[src/rtl/mem_wb_stage.sv]
// Memory-access stage and MEM/WB pipeline register: runs loads/stores over a
// req/ack SRAM port and stalls upstream while busy. Optional SRAM_TIMEOUT_EN adds an access watchdog.
module mem_wb_stage #(
  parameter int ADDR_W  = 16,
  parameter int TIMEOUT = 255
) (
  input  logic              clk,
  input  logic              rst,
  input  logic              wb_en_in,
  input  logic              mem_r_en_in,
  input  logic              mem_w_en_in,
  input  logic [31:0]       alu_result_in,
  input  logic [31:0]       st_val_in,
  input  logic [3:0]        dest_in,
  output logic              freeze,
  output logic              sram_req,
  output logic              sram_we,
  output logic [ADDR_W-1:0] sram_addr,
  output logic [31:0]       sram_wdata,
  input  logic [31:0]       sram_rdata,
  input  logic              sram_ack,
  output logic [3:0]        Dest_wb,
  output logic [31:0]       Result_WB,
  output logic              writeBackEn,
  output logic              mem_err
);

  typedef enum logic [1:0] {IDLE, ACCESS, DONE} state_t;

  state_t            state_q, state_d;
  logic              we_q, we_d;
  logic              load_q, load_d;
  logic [ADDR_W-1:0] addr_q, addr_d;
  logic [31:0]       wdata_q, wdata_d;
  logic [31:0]       rdata_q, rdata_d;
  logic [31:0]       addr_off;
  logic              mem_op;
  logic              to_hit;

  assign mem_op   = mem_r_en_in | mem_w_en_in;
  // Data memory starts at byte 1024; SRAM is word addressed.
  assign addr_off = alu_result_in - 32'd1024;

  assign sram_req   = (state_q == ACCESS);
  assign sram_we    = we_q;
  assign sram_addr  = addr_q;
  assign sram_wdata = wdata_q;

`ifdef SRAM_TIMEOUT_EN
  localparam int CNT_W = (TIMEOUT < 2) ? 1 : $clog2(TIMEOUT + 1);
  logic [CNT_W-1:0] cnt_q;
  logic             err_q;

  assign to_hit  = (cnt_q == CNT_W'(TIMEOUT - 1));
  assign mem_err = err_q;

  always_ff @(posedge clk or negedge rst) begin
    if (!rst) begin
      cnt_q <= '0;
      err_q <= 1'b0;
    end else begin
      cnt_q <= (state_q == ACCESS) ? cnt_q + 1'b1 : '0;
      // An ack on the last allowed cycle is a normal completion.
      if (state_q == ACCESS && !sram_ack && to_hit) err_q <= 1'b1;
    end
  end
`else
  assign to_hit  = 1'b0;
  assign mem_err = 1'b0;
`endif

  always_comb begin
    state_d = state_q;
    we_d    = we_q;
    load_d  = load_q;
    addr_d  = addr_q;
    wdata_d = wdata_q;
    rdata_d = rdata_q;
    freeze  = 1'b0;
    case (state_q)
      IDLE: begin
        if (mem_op) begin
          freeze  = 1'b1;
          we_d    = mem_w_en_in;
          load_d  = mem_r_en_in & ~mem_w_en_in;  // store wins when both set
          addr_d  = addr_off[ADDR_W+1:2];
          wdata_d = st_val_in;
          state_d = ACCESS;
        end
      end
      ACCESS: begin
        freeze = 1'b1;
        if (sram_ack) begin
          rdata_d = sram_rdata;
          state_d = DONE;
        end else if (to_hit) begin
          rdata_d = 32'hDEADBEEF;
          state_d = DONE;
        end
      end
      DONE:    state_d = IDLE;
      default: state_d = IDLE;
    endcase
  end

  always_ff @(posedge clk or negedge rst) begin
    if (!rst) begin
      state_q <= IDLE;
      we_q    <= 1'b0;
      load_q  <= 1'b0;
      addr_q  <= '0;
      wdata_q <= '0;
      rdata_q <= '0;
    end else begin
      state_q <= state_d;
      we_q    <= we_d;
      load_q  <= load_d;
      addr_q  <= addr_d;
      wdata_q <= wdata_d;
      rdata_q <= rdata_d;
    end
  end

  // MEM/WB register: a frozen cycle inserts a bubble and keeps the old value.
  always_ff @(posedge clk or negedge rst) begin
    if (!rst) begin
      Dest_wb     <= '0;
      Result_WB   <= '0;
      writeBackEn <= 1'b0;
    end else if (freeze) begin
      writeBackEn <= 1'b0;
    end else begin
      Dest_wb     <= dest_in;
      writeBackEn <= wb_en_in;
      Result_WB   <= (state_q == DONE && load_q) ? rdata_q : alu_result_in;
    end
  end

endmodule

[config.mk]
export PLATFORM = sky130hd
export DESIGN_NAME = mem_wb_stage
export DESIGN_NICKNAME = d
export VERILOG_FILES = /design/src/rtl/mem_wb_stage.sv
export SDC_FILE = /design/constraint.sdc
export NUM_CORES = 1
export LEC_CHECK = 0
export BUFFER_PORTS_ARGS = -buffer_cell sky130_fd_sc_hd__buf_2
export CELL_PAD_IN_SITES_DETAIL_PLACEMENT = 0
export CELL_PAD_IN_SITES_GLOBAL_PLACEMENT = 2
export CORE_MARGIN = 8
export CORE_UTILIZATION = 35
export CTS_CLUSTER_SIZE = 8
export DETAILED_ROUTE_END_ITERATION = 8
export PLACE_DENSITY_LB_ADDON = 0.1
export SLEW_MARGIN = 0
export SYNTH_ARGS = -nofsm -noshare
export SYNTH_HDL_FRONTEND = slang
export SYNTH_SLANG_ARGS = --single-unit
[constraint.sdc]
create_clock -name clk -period 2.5 [get_ports clk]
set_input_delay 0.5 -clock clk [delete_from_list [all_inputs] [get_ports clk]]
set_output_delay 0.5 -clock clk [all_outputs]
set_load 0.05 [all_outputs]
* Word level (Yosys, flattened, before mapping)
Cells that the tools add are included.
** Storage, ports and cells
- Flip-flop bits (word level) :: 121
** Cells by class
- Mux-type cells :: 7
- Reduce and logical (&&, ||, !) cells :: 5
- Add/subtract/negate cells :: 1
- Equal/unequal tests :: 4
- Bitwise logic cells :: 3
** Operator list (count)
- 32-bit 2-to-1 mux :: 1
- 18-bit by 11-bit subtractor with 18-bit output (second input constant) :: 1
- 2-bit AND reduction :: 3
- 2-bit 2-to-1 mux :: 2
- 2-bit case mux with 2 select lines :: 1
- 2-bit by 1-bit == test with 1-bit output (second input constant) :: 1
- 2-bit == test (second input constant) :: 1
- 2-bit logical NOT :: 1
- 1-bit 2-to-1 mux :: 2
- 2-bit by 1-bit inequality test with 1-bit output (second input constant) :: 1
- 2-bit inequality test (second input constant) :: 1
- 1-bit case mux with 2 select lines :: 1
- 1-bit AND :: 1
- 1-bit logical AND :: 1
- 1-bit NOT :: 1
- 1-bit OR :: 1

* Depth between registers and ports, before layout
Gate-level depths: netlist of the first run.
- Word-level depth :: 4
- Gate-level depth with buffers :: 6

* Least setup slack after synthesis of the first run
No wires, ideal clock.
- Path kind :: input-to-output
- Start :: input port mem_r_en_in
- End :: output port freeze
- Arrival time :: 1493 ps
- Data required time :: 2000 ps
- Path slack :: 507 ps
- Stages :: 6
- Buffers on the path :: 3
- Cells stage by stage :: or2_0 -> buf_2 -> o21bai_2 -> buf_4 -> buf_6 -> inv_1
** Between the ends
- Longest elaborated chain between the ends :: 3
** RTL lines
- start: declaration :: RTL line 10 : input logic mem_r_en_in,
- 1-bit OR :: RTL line 40 : assign mem_op = mem_r_en_in | mem_w_en_in;
- 1-bit 2-to-1 mux :: RTL line 82 : if (mem_op) begin
- 1-bit case mux with 2 select lines :: RTL line 80 : case (state_q)
- end: declaration :: RTL line 15 : output logic freeze,
No other way between the ends.

* Worst setup path after layout of the first run
- Start :: register state_q[1]
- End :: output port sram_req
** Between the ends
- Longest elaborated chain between the ends :: 1
** RTL lines
- start: declaration :: RTL line 30 : state_t state_q, state_d;
- start signal: assignment :: RTL line 115 : state_q <= state_d;
- 2-bit by 1-bit == test with 1-bit output :: RTL line 44 : assign sram_req = (state_q == ACCESS);
- end: declaration :: RTL line 16 : output logic sram_req,
No other way between the ends.

==> results.tsv, run 1 <==
stage	metric	value	unit
setup_path	arrival	1.42	ns
setup_path	crit_slowest_cell	dfrtp_1	
timing	fin_crit_sh	76.6	%
flow_run	max_cap_violations	0	
power	p_int	6.60	mW
setup_path	cp_top_family	flip-flops	
yosys	yosysMostFrequentCell	dfrtp_1	
setup_path	r2r_slack	0.65	ns
cells_and_area	fin_nets	633	
drt	drc_errors	0	
grt	grt-ovfl-total	0	
timing	drv_slew	0	
power	pwr-share-comb	46.7	%
cells_and_area	fillers	1271	
clock_network	post_cts_resize_count	0	
place	dpl.hpwl	9370	um
outcome	status	finished clean	
floorplanning	core_area	14400	um2
power	p_total	11.6	mW
place	dp_slack	0.402	ns
grt	antenna_found_initial	1	
drt	drt-total-wl	12900	um
drt	drt_iter0_drc	94	
cells_and_area	drive_gt1_share	61.3	%
power	power_frac_clock	23.8	%
clock_network	cts-buffers-inserted	17	
yosys	synth_flop_cell	dfrtp_1	
yosys	syn_avg_cell_area	15.6	um2
drt	num_vias	3341	
timing	setup_slack	0.585	ns
yosys	ys_seq_area_share	59.7	%
setup_path	worstPathRequired	2.00	ns
power	irDropWorstVdd	842	uV
place	port_buffers	193	
power	p_leak	3.27	nW
floorplanning	die_area	18600	um2
cells_and_area	seq_area	3030	um2
setup_path	startpoint	state_q[1]$_DFFE_PN0P_	
clock_network	post_cts.repair.setup_buffers	0	
floorplanning	pin_count	195	
clock_network	htree_levels	4	
yosys	synthTopCellsByArea	dfrtp_1 (60%), mux2_2 (20%), mux2_1 (10%)	
power	p_switching	5.03	mW
grt	grt_max_degree	43	
yosys	synth_commonest_cells	dfrtp_1 (121), mux2_2 (92), mux2_1 (47)	
cells_and_area	multi_input_area	1910	um2
yosys	synth.distinct_cells	29	
drt	first_pass_iters	4	
setup_path	max_stage_delay	0.43	ns
timing	slew_headroom	60.8	%
yosys	synth.ff_latch_count	121	
yosys	synth_edf_count	0	
drt	ant_nets	0	
timing	worstMarginPinSlew	0.588	ns
cells_and_area	area_delta_synth_final	36.5	%
yosys	synth_top_cell_area_share	59.7	%
yosys	ys_async_sr_fraction	100	%
clock_network	cts_hold_buf	0	
setup_path	start_kind	flip-flop	
yosys	synthesis.nets	432	
grt	grt_use_total	14.4	%
power	seq_power_share	29.5	%
floorplanning	initial_core_util	35.3	%
timing	timing.hold.ws	0.0908	ns
floorplanning	rows	44	
floorplanning	fp.dieH	136	um
setup_path	crit_buf_inv	1	
place	placed_area	6250	um2
setup_path	rr_endpoint	Result_WB[6]$_DFFE_PN0N_	
clock_network	insertion_delay	0.41	ns
worst_hold_path	hold_class	input port to async pin	
timing	rsz0062_at_grt	false	
setup_path	endpoint_kind	output pin	
timing	hold_violations	0	
place	place_congestion	0.716	
yosys	yosysWarnings	0	
grt	grt_pass1_wl	20200	um
setup_path	rr_worst_depth	3	
yosys	yosysTopAreaCell	dfrtp_1	
setup_path	cp_max_fo	4	
yosys	synthCells	325	
cells_and_area	antennaDiodeCount	0	
floorplanning	die_w	136	um
power	swShare	43.3	%
timing	fin_crit	1.92	ns
cells_and_area	design_area	6920	um2
clock_network	cts.sinks	121	
timing	setup_violations	0	
timing	fin_skew	0.00436	ns
yosys	syn-cell-area	5070	um2
drt	wl_per_cell	17.9	um
setup_path	criticalPathCategory	flip-flop to output pin	
grt	grt_pass1_vias	3817	
clock_network	cts_tree	built	
timing	setup_tns	0	ns
drt	via_per_inst	4.63	
clock_network	path_clk_slew	0.05	ns
setup_path	path_cells	and2b_1, buf_2	
clock_network	clockBufferDepth	2	
clock_network	cts_root_buffer	clkbuf_16	
setup_path	reg2reg_from	state_q[0]$_DFFE_PN0P_	
timing	fmax	522	MHz
power	powerDensity	1680	nW/um2
sequential cells by signal (all words and copies together), names as in the netlist:
signal       cells
state_q          2
Result_WB       32
Dest_wb          4
sram_wdata      32
sram_addr       16
writeBackEn      1
sram_we          1
load_q           1
rdata_q         32
metal layers:
layer  global-route usage [%]  wire (um)  vias up
li1                         -          -     1562
met1                     16.1       5190     1636
met2                     23.1       6170      125
met3                     6.73       1330       16
met4                     6.22        184        2
met5                        0         12        -
stage by stage:
| step | utilization, % | instances |
|---|---|---|
| after floorplan | - | 325 |
| after CTS | 48.2 | 722 |
| final | 48.2 | 722 |
| after global placement | 43.5 | 691 |
| after global routing | 48.2 | 722 |
| after detailed placement | 43.5 | 691 |
worst max-delay path by stage:
stage | to | slack, ns | cells past startpoint
CTS | sram_req | 0.54 | 2
global placement | sram_we$_DFFE_PN0P_ | 0.42 | 5
detailed placement | sram_addr[5]$_DFFE_PN0P_ | 0.40 | 5
global route | sram_req | 0.49 | 2
finish | sram_req | 0.58 | 2
floorplan | freeze | 0.51 | 6
cell type report:
cell class | count | share of cell area (%)
clock inverter | 8 | 2.75
sequential | 121 | 43.8
timing repair buffer | 199 | 15.4
tap | 184 | 3.33
clock buffer | 23 | 6.91
multi-input combinational | 181 | 27.6
inverter | 6 | 0.325
cell families after synthesis:
family / count (synthesis) / share of synthesized area, %
other: 1 / 0.0740
muxes: 144 / 32.3
xor gates and xnor gates: 2 / 0.346
buffers and inverters: 23 / 2.86
AOI/OAI and AO/OA: 17 / 2.00
and+or+nand+nor: 16 / 2.49
DFF: 121 / 59.7
adders and majority gates: 1 / 0.247
power groups by stage:
stage          Sequential (mW)  Combinational (mW)  Clock [mW]
6_report                  3.43                5.44        2.77
2_1_floorplan             5.93                1.72           0
3_5_place_dp              3.47                5.53           0
5_1_grt                   3.58                5.74        2.94
4_1_cts                   3.45                5.54        2.85
3_3_place_gp              3.44                5.48           0
cell usage in the layout (no fill, tap or decap):
cell type,count
dfrtp_1,121
bufinv_16,6
o21bai_4,1
buf_12,4
nor3b_1,1
nand2b_1,2
mux2i_1,1
inv_1,6
or3_4,2
nand2_1,1
mux2_2,92
xnor2_1,2
ha_1,1
mux2_1,47
a31oi_1,4
or4_1,2
o21ai_0,2
clkinv_2,2
clkbuf_8,3
o31ai_1,2
nor2_2,1
nand2_2,1
mux2_4,4
buf_2,192
and2_1,1
or2_0,1
clkbuf_1,3
buf_4,3
a21oi_1,8
and2b_1,1
and2_4,1
clkbuf_16,17
conb_1,1
nand3b_4,1
or3_1,1
Note: power is estimated with default switching activity, not from simulation.
==> inputs of run 2 (changes only) <==
ABC_AREA = 1   (was unset)
CORE_UTILIZATION = 24   (was 35)
clock period = 1.5 ns   (was 2.5 ns; I/O delays follow)
==> results.tsv, run 2 <==
stage	metric	value	unit
timing	fmax	607	MHz
setup_path	arrival	1.35	ns
floorplanning	pin_count	195	
power	swShare	48.9	%
grt	grt_max_degree	45	
yosys	synth.ff_latch_count	121	
clock_network	clockBufferDepth	2	
grt	grt_use_total	12.9	%
power	powerDensity	2680	nW/um2
cells_and_area	antennaDiodeCount	0	
clock_network	path_clk_slew	0.06	ns
cells_and_area	final_common_cell	nand2_1	
setup_path	worstPathRequired	1.20	ns
setup_path	cp_max_fo	3	
power	p_total	19.8	mW
drt	drt-total-wl	17700	um
clock_network	cts.sinks	121	
timing	setup_slack	-0.147	ns
power	irDropWorstVdd	770	uV
yosys	syn-cell-area	5100	um2
power	pwr-share-comb	52.6	%
clock_network	cts_tree	built	
yosys	syn_avg_cell_area	8.32	um2
timing	fin_crit	1.65	ns
timing	hold_violations	0	
yosys	ys_seq_area_share	59.3	%
place	place_congestion	0.756	
place	dpl.hpwl	12000	um
cells_and_area	layout_common_cells	nand2_1 (303), buf_2 (190), dfrtp_1 (121)	
yosys	synthesis.nets	720	
grt	grt-ovfl-total	0	
cells_and_area	area_delta_synth_final	45.2	%
yosys	synth_edf_count	0	
yosys	yosysMostFrequentCell	nand2_1	
floorplanning	fp.dieH	162	um
yosys	synthCells	613	
yosys	synth_flop_cell	dfrtp_1	
timing	fin_skew	0.00867	ns
yosys	synth.distinct_cells	20	
grt	grt_pass1_vias	4692	
yosys	synth_top_cell_area_share	59.3	%
worst_hold_path	hold_class	input port to flip-flop	
outcome	violations	negative setup slack	
floorplanning	initial_core_util	24.3	%
setup_path	start_kind	flip-flop	
grt	grt_pass1_wl	26200	um
flow_run	max_cap_violations	0	
clock_network	insertion_delay	0.41	ns
drt	num_vias	4550	
floorplanning	die_area	26200	um2
setup_path	criticalPathCategory	flip-flop to output pin	
clock_network	htree_levels	4	
clock_network	cts_root_buffer	clkbuf_16	
setup_path	endpoint_kind	output pin	
floorplanning	rows	53	
timing	setup_violations	2	
place	port_buffers	193	
drt	first_pass_iters	4	
yosys	synthTopCellsByArea	dfrtp_1 (59%), nand2_1 (23%), o21ai_0 (6.4%)	
yosys	yosysTopAreaCell	dfrtp_1	
yosys	yosysWarnings	0	
cells_and_area	fin_nets	935	
floorplanning	die_w	162	um
yosys	synth_commonest_cells	nand2_1 (314), dfrtp_1 (121), o21ai_0 (65)	
grt	antenna_found_initial	0	
outcome	status	finished with violations	
clock_network	cts-buffers-inserted	17	
yosys	ys_async_sr_fraction	100	%
cells_and_area	drive_gt1_share	33.0	%
drt	wl_per_cell	15.9	um
place	dp_slack	0.0841	ns
power	p_int	10.1	mW
drt	ant_nets	0	
drt	via_per_inst	4.08	
drt	drc_errors	0	
power	power_frac_clock	19.0	%
floorplanning	core_area	21000	um2
power	seq_power_share	28.4	%
power	p_switching	9.71	mW
timing	rsz0062_at_grt	true	
power	p_leak	4.08	nW
drt	drt_iter0_drc	213	
timing	drv_slew	0	
timing	setup_tns	-0.283	ns
timing	fin_crit_sh	110	%
## run 2: stage by stage
step                      cells  area (um2)  hold slack (ns)  utilization (%)
final                      1115        7410           0.0882             35.4
after global routing       1115        7410           0.0618             35.4
after CTS                  1105        7100           0.0535             33.9
after detailed placement   1064        6440            0.147             30.7
after global placement     1064        6440            0.147             30.7
after floorplan             613        5100          0.00441                -
## run 2: cells by family (layout without fill, tap and decap cells)
family	count (synthesis)	count (layout)	share of synthesized area (%)
AND/OR/NAND/NOR	336	336	25.5
buffers and inverters	80	307	7.50
other	1	1	0.0735
AO/OA/AOI/OAI	74	74	7.36
adder cells (fa/ha/maj)	1	1	0.245
flip-flops	121	121	59.3
## run 2: power by group through the flow
stage | Clock (mW) | Sequential, mW | Combinational, mW
final | 3.77 | 5.64 | 10.4
after global routing | 4.07 | 5.85 | 11.3
after CTS | 3.90 | 5.65 | 9.83
after detailed placement | 0 | 5.68 | 9.50
after global placement | 0 | 5.65 | 9.42
after floorplan | 0 | 9.55 | 2.96
## run 2: repair_timing
action / 4_1_cts / 5_1_grt
hold buffers: 1 / 0
resized for setup: 12 / 43
endpoints found under the hold margin: 42 / 0
gates cloned: 0 / 9
setup buffers: 9 / 3
pin swaps: 4 / 3
endpoints found under the setup margin: 2 / 68
## run 2: final timing paths
path | end | slack, ns | startpoint | depth (start not counted)
worst max-delay path | sram_req | -0.15 | state_q[1]$_DFFE_PN0P_ | 4
worst min-delay path | sram_wdata[11]$_DFFE_PN0P_ | 0.09 | st_val_in[11] | 3
worst max register to register | sram_wdata[31]$_DFFE_PN0P_ | 0.06 | state_q[1]$_DFFE_PN0P_ | 10
worst min register to register | Result_WB[8]$_DFFE_PN0N_ | 0.46 | Result_WB[8]$_DFFE_PN0N_ | 2
max in group asynchronous | sram_addr[1]$_DFFE_PN0P_ | 0.66 | rst | 3
min in group asynchronous | sram_wdata[8]$_DFFE_PN0P_ | 0.29 | rst | 2
## run 2: final cells by class
| class | count | area, um2 |
|---|---|---|
| repair buffers | 228 | 1570 |
| multi-input cells | 412 | 1730 |
| flip-flops and latches | 121 | 3030 |
| clock buffers | 22 | 464 |
| inverters | 48 | 200 |
| well taps | 275 | 344 |
| clock inverters | 9 | 75.1 |
| fillers | 2285 | 13500 |
## run 2: critical path: stages (launching register included)
cell and delay [ns]:
dfrtp_1 0.42, buf_6 0.14, nor2_4 0.11, buf_4 0.14
buf_8 0.13
## run 2: per-layer routing
layer / track usage [%] / share of wire [%] / up-vias
met2: 20.8 / 47 / 132
met1: 15.9 / 45 / 2096
met5: 0 / 0 / -
met4: 3.24 / 1.2 / 0
met3: 5.06 / 6.4 / 16
li1: - / - / 2306
==> inputs of run 3 (changes only) <==
TNS_END_PERCENT = 1   (was unset)
==> results.tsv, run 3 (same netlist as run 2, synthesis figures left out) <==
stage	metric	value	unit
outcome	status	finished with violations	
outcome	violations	negative setup slack	
setup_path	crit_buf_inv	3	
setup_path	path_cells	buf_6, nor2_4, nor2_4, inv_2, buf_8	
cells_and_area	fin_nets	926	
power	p_total	19.1	mW
worst_hold_path	hold_path_end	state_q[0]$_DFFE_PN0P_	
setup_path	r2r_slack	0	ns
clock_network	clockBufferDepth	2	
clock_network	insertion_delay	0.41	ns
drt	first_pass_iters	4	
clock_network	cts_tree	built	
grt	grt-ovfl-total	0	
setup_path	crit_top_cell	nor2_4	
grt	grt_pass1_vias	4692	
timing	fin_crit	1.65	ns
clock_network	cts_root_buffer	clkbuf_16	
grt	grt_max_degree	45	
timing	setup_violations	2	
setup_path	endpoint_kind	output pin	
setup_path	cp_top_family	flip-flops	
cells_and_area	area_delta_synth_final	39.8	%
floorplanning	die_area	26200	um2
cells_and_area	drive_gt1_share	31.8	%
place	port_buffers	193	
timing	rsz0062_at_grt	true	
setup_path	rr_endpoint	Result_WB[24]$_DFFE_PN0N_	
setup_path	max_stage_delay	0.42	ns
place	dpl.hpwl	12000	um
setup_path	cp_max_fo	3	
setup_path	reg2reg_from	state_q[1]$_DFFE_PN0P_	
grt	grt_pass1_wl	26200	um
timing	drv_slew	0	
floorplanning	initial_core_util	24.3	%
setup_path	crit_slowest_cell	dfrtp_1	
grt	grt_use_total	12.9	%
drt	via_per_inst	4.02	
cells_and_area	final_common_cell	nand2_1	
drt	wl_per_cell	15.0	um
setup_path	worstPathRequired	1.20	ns
clock_network	htree_levels	4	
cells_and_area	layout_common_cells	nand2_1 (308), buf_2 (190), dfrtp_1 (121)	
timing	fin_crit_sh	110	%
floorplanning	rows	53	
timing	fmax	607	MHz
flow_run	max_cap_violations	0	
worst_hold_path	whs_path_depth	2	
power	powerDensity	2680	nW/um2
setup_path	start_kind	flip-flop	
timing	setup_slack	-0.148	ns
drt	ant_nets	0	
clock_network	cts.sinks	121	
floorplanning	die_w	162	um
drt	drt_iter0_drc	231	
setup_path	criticalPathCategory	flip-flop to output pin	
cells_and_area	antennaDiodeCount	0	
drt	drt-total-wl	16500	um
timing	hold_violations	0	
drt	drc_errors	0	
floorplanning	fp.dieH	162	um
worst_hold_path	min_from	sram_ack	
floorplanning	core_area	21000	um2
worst_hold_path	hold_class	input port to flip-flop	
grt	antenna_found_initial	0	
place	place_congestion	0.756	
power	irDropWorstVdd	792	uV
place	dp_slack	0.0841	ns
timing	fin_skew	0.00737	ns
setup_path	rr_worst_depth	11	
drt	num_vias	4441	
power	p_leak	3.96	nW
clock_network	path_clk_slew	0.05	ns
clock_network	cts-buffers-inserted	17	
floorplanning	pin_count	195	
setup_path	arrival	1.35	ns
[run 3: changes by cell type in the layout (fill, tap and decap cells not counted), sizes merged]
| cell | delta |
|---|---|
| buf | -1 |
| clkbuf | -8 |
| clkinv | -1 |
| inv | +1 |
[run 3: worst max-delay path by stage]
stage | cells after the start | to | startpoint | slack, ns
after floorplan | 4 | freeze | state_q[1]$_DFFE_PN0P_ | 0.001
after global placement | 6 | freeze | mem_r_en_in | 0.07
after detailed placement | 6 | freeze | mem_r_en_in | 0.08
after CTS | 5 | freeze | state_q[1]$_DFFE_PN0P_ | -0.18
after global routing | 5 | freeze | state_q[1]$_DFFE_PN0P_ | -0.25
final | 5 | freeze | state_q[1]$_DFFE_PN0P_ | -0.15
[run 3: timing repair]
item	4_1_cts	5_1_grt
pin swaps	4	2
setup buffers	9	1
endpoints found under the hold margin	42	0
gates resized for setup	12	11
hold buffers	1	0
setup endpoints to repair	2	68
[run 3: layout make-up]
cell class / instances / area [um2]
tap: 275 / 344
multi-input combinational: 412 / 1720
clock inverter: 9 / 75.1
sequential: 121 / 3030
clock buffer: 22 / 464
inverter: 48 / 180
timing repair buffer: 219 / 1330
fill: 2309 / 13800
[run 3: power by group]
group	internal (mW)	total (mW)	switching (mW)
combinational	2.49	9.75	7.26
sequential	4.87	5.63	0.754
clock	2.33	3.76	1.43
total	9.70	19.1	9.44
[run 3: metal layers]
layer  vias up  track usage [%]  routed length, um
met5         -                0                  0
met4         0             3.24                157
met3        11             5.06               1010
met2       117             20.8               7670
met1      2031             15.9               7710
li1       2282                -                  -
[run 3: per-stage QoR]
stage,instances,TNS (ns),hold slack (ns),cell area [um2],utilization [%]
2_1_floorplan,613,0,0.00441,5100,-
3_3_place_gp,1064,0,0.147,6440,30.7
3_5_place_dp,1064,0,0.147,6440,30.7
4_1_cts,1105,-0.345,0.0535,7100,33.9
5_1_grt,1106,-7.12,0.0618,7140,34.1
6_report,1106,-0.259,0.0767,7140,34.1
